==> src/rtl/expand_s.sv <==
// ML-DSA ExpandS (eta=2): rejection-samples SHAKE256 nibbles into packed 24-bit coefficients for s1/s2.
// Write lands 1 cycle after the 4th coefficient; sponge stalls on in_ready/out_valid just hold the FSM.
module expand_s #(
    parameter int SEED_SIZE             = 512,
    parameter int REJ_BOUNDED_POLY_SEED = 528,
    parameter int WORD_LEN              = 96,
    parameter int K                     = 8,
    parameter int L                     = 7,
    parameter int N                     = 256,
    parameter int ETA                   = 2,
    parameter int COEFF_WIDTH           = 24,
    parameter int DATA_IN_BITS          = 64,
    parameter int DATA_OUT_BITS         = 64,
    parameter int ADDR_WIDTH            = 4,
    parameter int DATA_WIDTH            = 64,
    parameter int COEFF_PER_WORD        = WORD_LEN / COEFF_WIDTH,
    parameter int ADDR_POLY_WIDTH       = $clog2((L + K) * N * COEFF_WIDTH / WORD_LEN)
) (
    input  logic                       clk,
    input  logic                       rst,
    input  logic                       start,
    input  logic [SEED_SIZE-1:0]       rho,
    output logic                       done,
    output logic                       we_vector_s,
    output logic [ADDR_POLY_WIDTH-1:0] addr_vector_s,
    output logic [WORD_LEN-1:0]        din_vector_s,
    output logic                       absorb_next_poly,
    output logic [DATA_IN_BITS-1:0]    shake_data_in,
    output logic                       in_valid,
    input  logic                       in_ready,
    output logic                       in_last,
    output logic [6:0]                 last_len,
    output logic                       out_ready,
    input  logic                       out_valid,
    input  logic [DATA_OUT_BITS-1:0]   shake_data_out
);
    localparam int ABS_WORDS = (REJ_BOUNDED_POLY_SEED + DATA_IN_BITS - 1) / DATA_IN_BITS;
    localparam int WC_W      = $clog2(ABS_WORDS);
    localparam int R_W       = $clog2(L + K);
    localparam int C_W       = $clog2(N + 1);
    localparam int S_W       = $clog2(COEFF_PER_WORD);
    localparam int NIBBLES   = DATA_WIDTH / 4;

    typedef enum logic [2:0] {
        IDLE, SPONGE_RST, ABSORB, SQUEEZE, SAMPLE, NEXT, DONE
    } state_t;

    state_t                   state, state_n;
    logic [SEED_SIZE-1:0]     rho_q;
    logic [R_W-1:0]           r;
    logic [WC_W-1:0]          word_cnt;
    logic [C_W-1:0]           ccnt;
    logic [ADDR_WIDTH-1:0]    nib;
    logic [DATA_WIDTH-1:0]    sq_word;
    logic [WORD_LEN-1:0]      coef_buf, buf_n;
    logic [3:0]               nib_val;
    logic [COEFF_WIDTH-1:0]   coef;
    logic [S_W-1:0]           slot;
    logic                     accept, poly_full;

    assign nib_val   = sq_word[4*nib +: 4];
    // Nibble 15 is the only reject value for eta=2; the rest map to eta - (b mod 5).
    assign coef      = COEFF_WIDTH'(ETA) - COEFF_WIDTH'(nib_val % (2 * ETA + 1));
    assign slot      = ccnt[S_W-1:0];
    assign accept    = (state == SAMPLE) && (nib_val != 4'hF);
    assign poly_full = accept && (ccnt == C_W'(N - 1));

    always_comb begin
        buf_n = coef_buf;
        buf_n[COEFF_WIDTH*slot +: COEFF_WIDTH] = coef;
    end

    always_ff @(posedge clk) begin
        if (rst) state <= IDLE;
        else     state <= state_n;
    end

    always_comb begin
        state_n          = state;
        done             = 1'b0;
        absorb_next_poly = 1'b0;
        in_valid         = 1'b0;
        in_last          = 1'b0;
        last_len         = '0;
        out_ready        = 1'b0;
        shake_data_in    = '0;
        case (state)
            IDLE: if (start) state_n = SPONGE_RST;
            SPONGE_RST: begin
                absorb_next_poly = 1'b1;
                state_n          = ABSORB;
            end
            ABSORB: begin
                in_valid = 1'b1;
                if (word_cnt == WC_W'(ABS_WORDS - 1)) begin
                    in_last       = 1'b1;
                    last_len      = 7'(REJ_BOUNDED_POLY_SEED - SEED_SIZE);
                    shake_data_in = DATA_IN_BITS'(r);
                    if (in_ready) state_n = SQUEEZE;
                end else begin
                    shake_data_in = rho_q[DATA_IN_BITS*word_cnt +: DATA_IN_BITS];
                end
            end
            SQUEEZE: begin
                out_ready = 1'b1;
                if (out_valid) state_n = SAMPLE;
            end
            SAMPLE: begin
                if (poly_full)                               state_n = NEXT;
                else if (nib == ADDR_WIDTH'(NIBBLES - 1))    state_n = SQUEEZE;
            end
            NEXT: state_n = (r == R_W'(L + K - 1)) ? DONE : SPONGE_RST;
            DONE: begin
                done    = 1'b1;
                state_n = IDLE;
            end
            default: state_n = IDLE;
        endcase
    end

    always_ff @(posedge clk) begin
        if (rst) begin
            rho_q         <= '0;
            r             <= '0;
            word_cnt      <= '0;
            ccnt          <= '0;
            nib           <= '0;
            sq_word       <= '0;
            coef_buf      <= '0;
            we_vector_s   <= 1'b0;
            addr_vector_s <= '0;
            din_vector_s  <= '0;
        end else begin
            we_vector_s <= 1'b0;
            case (state)
                IDLE: if (start) begin
                    rho_q <= rho;
                    r     <= '0;
                end
                SPONGE_RST: begin
                    ccnt     <= '0;
                    word_cnt <= '0;
                end
                ABSORB: if (in_ready) word_cnt <= word_cnt + 1'b1;
                SQUEEZE: if (out_valid) begin
                    sq_word <= shake_data_out;
                    nib     <= '0;
                end
                SAMPLE: begin
                    nib <= nib + 1'b1;
                    if (accept) begin
                        coef_buf <= buf_n;
                        ccnt     <= ccnt + 1'b1;
                        if (slot == S_W'(COEFF_PER_WORD - 1)) begin
                            we_vector_s   <= 1'b1;
                            addr_vector_s <= ADDR_POLY_WIDTH'(r) * ADDR_POLY_WIDTH'(N / COEFF_PER_WORD)
                                           + ADDR_POLY_WIDTH'(ccnt / C_W'(COEFF_PER_WORD));
                            din_vector_s  <= buf_n;
                        end
                    end
                end
                NEXT: r <= r + 1'b1;
                default: ;
            endcase
        end
    end
endmodule

==> config.mk <==
export PLATFORM = sky130hd
export DESIGN_NAME = expand_s
export DESIGN_NICKNAME = d
export VERILOG_FILES = /design/src/rtl/expand_s.sv
export SDC_FILE = /design/constraint.sdc
export NUM_CORES = 2
export LEC_CHECK = 0
export BUFFER_PORTS_ARGS = -buffer_cell sky130_fd_sc_hd__buf_2
export CORE_MARGIN = 5
export CORE_UTILIZATION = 35
export DETAILED_ROUTE_END_ITERATION = 12
export PLACE_DENSITY_LB_ADDON = 0.25
export RECOVER_POWER = 100
export SKIP_CTS_REPAIR_TIMING = 1
export SLEW_MARGIN = 20
export SYNTH_ARGS = -nofsm -noshare
export SYNTH_HDL_FRONTEND = slang
export SYNTH_SLANG_ARGS = --single-unit
==> constraint.sdc <==
create_clock -name clk -period 12.11 [get_ports clk]
set_input_delay 3.0275 -clock clk [delete_from_list [all_inputs] [get_ports clk]]
set_output_delay 3.0275 -clock clk [all_outputs]
set_load 0.02 [all_outputs]
==> results.py <==
metrics = {
    "run_status": {
        "status": "complete, but fails checks",
        "violations": "max-capacitance violations, max-slew violations",
    },
    "worst_setup_path": {
        "critPathMaxFanout": 115,
        "path_cells": "clkbuf_1 > clkbuf_2 > buf_4 > a21oi_1",
        "cp_top_family": "buffers and inverters",
        "critPathKind": "input pin to flop",
        "worstSetupStartpointType": "input pin",
        "path_buf_inv": 3,
        "worst-r2r-setup-slack_ns": 2.92,
        "end_kind": "flop",
        "r2r_start": "nib[2]",
        "r2r-end": "din_vector_s[52]",
        "reg2reg_depth": 26,
        "worstPathRequired_ns": 12.61,
        "worst-endpoint-arrival_ns": 9.83,
        "crit_slowest_cell": "clkbuf_1",
        "critPathMaxStageDelay_ns": 3.81,
    },
    "clock_network": {
        "cts_tree": "built",
        "root_buffer": "clkbuf_16",
        "clkTransAtPathRegs_ns": 0.06,
        "clkLatencyLatePin_ns": 0.66,
        "clockBufferDepth": 3,
        "cts_made_buffers": 90,
        "cts.htree.levels": 3,
        "cts.sinks": 803,
    },
    "grt": {
        "grt_max_degree": 208,
        "overflow": 0,
        "antenna_found_initial": 91,
        "grt_pass1_wl_mm": 187,
        "track_usage_pct": 23.3,
        "grt_pass1_vias": 30000,
    },
    "worst_hold_path": {
        "hold-path-endpoint": "din_vector_s[38]",
        "worstHoldStart": "coef_buf[38]",
        "hp-class": "flop to flop",
        "min_path_cells": 2,
    },
    "finish": {
        "design_area_um2": 41200,
        "area_delta_synth_final_pct": 20.9,
        "drive_gt1_share_pct": 19.2,
        "nets": 5269,
    },
    "route": {
        "drt_pre_antenna_iters": 7,
        "drt-initial-drc-count": 2634,
        "avgViaCountPerCell": 5.24,
        "drtAntennaViolNets": 0,
        "routed_wl_mm": 128,
        "vias": 31700,
        "drt-wirelength-per-cell_um": 21.1,
        "drt_drc_violations_left": 0,
    },
    "yosys": {
        "synthCells": 4122,
        "yosysWarningCount": 0,
        "synth_top_family_by_area": "simple AND/OR/NAND/NOR gates",
        "ys_types": 87,
        "postSynth.asyncResetShare_pct": 0,
        "netlist_area_um2": 34100,
        "synthXorXnorAreaFrac_pct": 0.437,
        "synthAdderAreaFrac_pct": 0.734,
        "synth-simple-area-share_pct": 19.1,
        "synth_edf_count": 0,
        "synth-seq-area-share_pct": 47.1,
        "postSynthAreaPerCell_um2": 8.27,
        "synth_compound_gate_area_share_pct": 16.7,
        "ys_seq_elements": 803,
        "ys.flop_type": "dfxtp_1",
        "synthMuxAreaShare_pct": 11.6,
    },
    "placed_design": {
        "place_ws_ns": 4.48,
        "port-buffer-count": 757,
        "place.gp.congestion": 0.883,
        "placed_area_um2": 38500,
        "hpwl_mm": 90.3,
    },
    "timing": {
        "fmax_ghz": 0.107,
        "tightest_slew_ns": 5.57,
        "drv_slew": 386,
        "setup_tns_ns": 0,
        "relSlewSlack_pct": -271,
        "fin_crit_sh_pct": 77.0,
        "skew_ns": 0.0238,
        "hold_violations": 0,
        "fin_ws_ns": 2.79,
        "period_needed_ns": 9.32,
        "finalSetupViolations": 0,
        "grt_setup_unrepaired": "false",
    },
    "power": {
        "leakagePower_nw": 15.2,
        "vdd.ir_drop.worst_mv": 0.143,
        "powerDensity_nw_per_um2": 198,
    },
    "floorplanning": {
        "num_rows": 114,
        "start_util_pct": 35.3,
        "die_x_um": 322,
        "die_y_um": 322,
        "dieArea_um2": 104000,
        "core_area_um2": 96700,
        "io_pins": 764,
    },
    "run": {
        "cap_violations": 7,
    },
}
-- layout make-up --
type	instances	area, um2
Inverter	30	113
Antenna cell	46	115
Clock buffer	130	2590
Fill cell	10100	55500
Timing Repair Buffer	788	3840
Tap cell	1276	1600
Sequential cell	803	16100
Multi-Input combinational cell	2955	16600
Clock inverter	28	327
-- worst max-delay path by stage --
stage | startpoint | to | slack (ns) | cells past startpoint
2_1_floorplan | nib[1] | din_vector_s[28] | 6.47 | 27
3_3_place_gp | nib[2] | din_vector_s[20] | 4.17 | 26
3_5_place_dp | nib[2] | din_vector_s[20] | 4.48 | 26
4_1_cts | nib[2] | din_vector_s[20] | 4.46 | 26
5_1_grt | word_cnt[0] | shake_data_in[55] | 2.23 | 6
6_report | rst | rho_q[237] | 2.79 | 4
-- flip-flops by register name, summed over array words and instances, names as in the netlist, 3 cells and up --
register	cells
sq_word	64
state	3
coef_buf	96
ccnt	9
rho_q	512
addr_vector_s	10
din_vector_s	96
r	4
nib	4
word_cnt	4
-- power by group --
| group | switching [W] | internal, W | leakage, nW |
|---|---|---|---|
| Combinational | 0.00147 | 0.000720 | 7.19 |
| Sequential | 0.000225 | 0.00303 | 6.54 |
| Clock | 0.00114 | 0.00159 | 1.44 |
| Total | 0.00283 | 0.00535 | 15.2 |
-- per-stage QoR --
| step | utilization (%) | total power (W) | instances | hold WS [ns] |
|---|---|---|---|---|
| 3_5_place_dp | 39.8 | 0.00552 | 5852 | 0.434 |
| 4_1_cts | 42.8 | 0.00827 | 6010 | 0.444 |
| 5_1_grt | 42.6 | 0.00862 | 6033 | 0.458 |
| 3_3_place_gp | 39.8 | 0.00550 | 5852 | 0.434 |
| 2_1_floorplan | - | 0.00479 | 4127 | 0.423 |
| 6_report | 42.6 | 0.00818 | 6056 | 0.441 |
-- cell usage after synthesis, types with 16 or more instances --
cell      count  area (um2)
a31oi_1      16         100
clkbuf_1    293        1100
nor2_1      186         698
nand3_1      31         155
nand2_1    1346        5050
nor3_1       16        80.1
dfxtp_1     803       16100
buf_1        26        97.6
a211oi_1     27         203
a22oi_1      19         143
o21ai_0     108         541
mux2i_1      93         931
a21oi_1     755        3780
inv_1        25        93.8
ha_1         20         250
mux4_2      132        2970
a221oi_1     21         184
-- placed cells by master (no fill, tap or decap), types with 7 or more instances in the layout --
| master | instances |
|---|---|
| o21ai_0 | 117 |
| inv_1 | 26 |
| and2_1 | 8 |
| nand3_1 | 31 |
| xor2_1 | 7 |
| mux4_2 | 132 |
| nor2_1 | 186 |
| clkbuf_16 | 91 |
| clkinv_2 | 13 |
| buf_4 | 22 |
| nand2_1 | 1346 |
| a221oi_1 | 21 |
| nor3_1 | 17 |
| ha_1 | 20 |
| a21o_1 | 8 |
| mux2i_1 | 93 |
| buf_2 | 584 |
| nand4_1 | 10 |
| dfxtp_1 | 801 |
| a31oi_1 | 16 |
| clkbuf_1 | 198 |
| clkbuf_8 | 17 |
| a21oi_1 | 757 |
| a22oi_1 | 19 |
| a211oi_1 | 28 |
| diode_2 | 46 |
-- tightest hold or removal path, stage by stage (launching register included) --
cell and delay, ns:
dfxtp_1 0.31, nand2_1 0.05, a21oi_1 0.05
-- routing by layer --
layer | routed length [um] | vias to the layer above | GRT usage (%)
li1 | - | 15200 | -
met1 | 53000 | 15200 | 29.9
met2 | 59700 | 1028 | 37.7
met3 | 10800 | 260 | 7.45
met4 | 3940 | 66 | 7.12
met5 | 428 | - | 0
-- kinds of logic after synthesis --
| kind of cell | count (synthesis) |
|---|---|
| buffers and inverters | 369 |
| multiplexers | 231 |
| flip-flops | 803 |
| XOR/XNOR | 14 |
| AO/OA/AOI/OAI | 1032 |
| other | 1 |
| adder cells (fa/ha/maj) | 20 |
| AND/OR/NAND/NOR | 1652 |
Note: power is estimated with default switching activity, not from simulation.
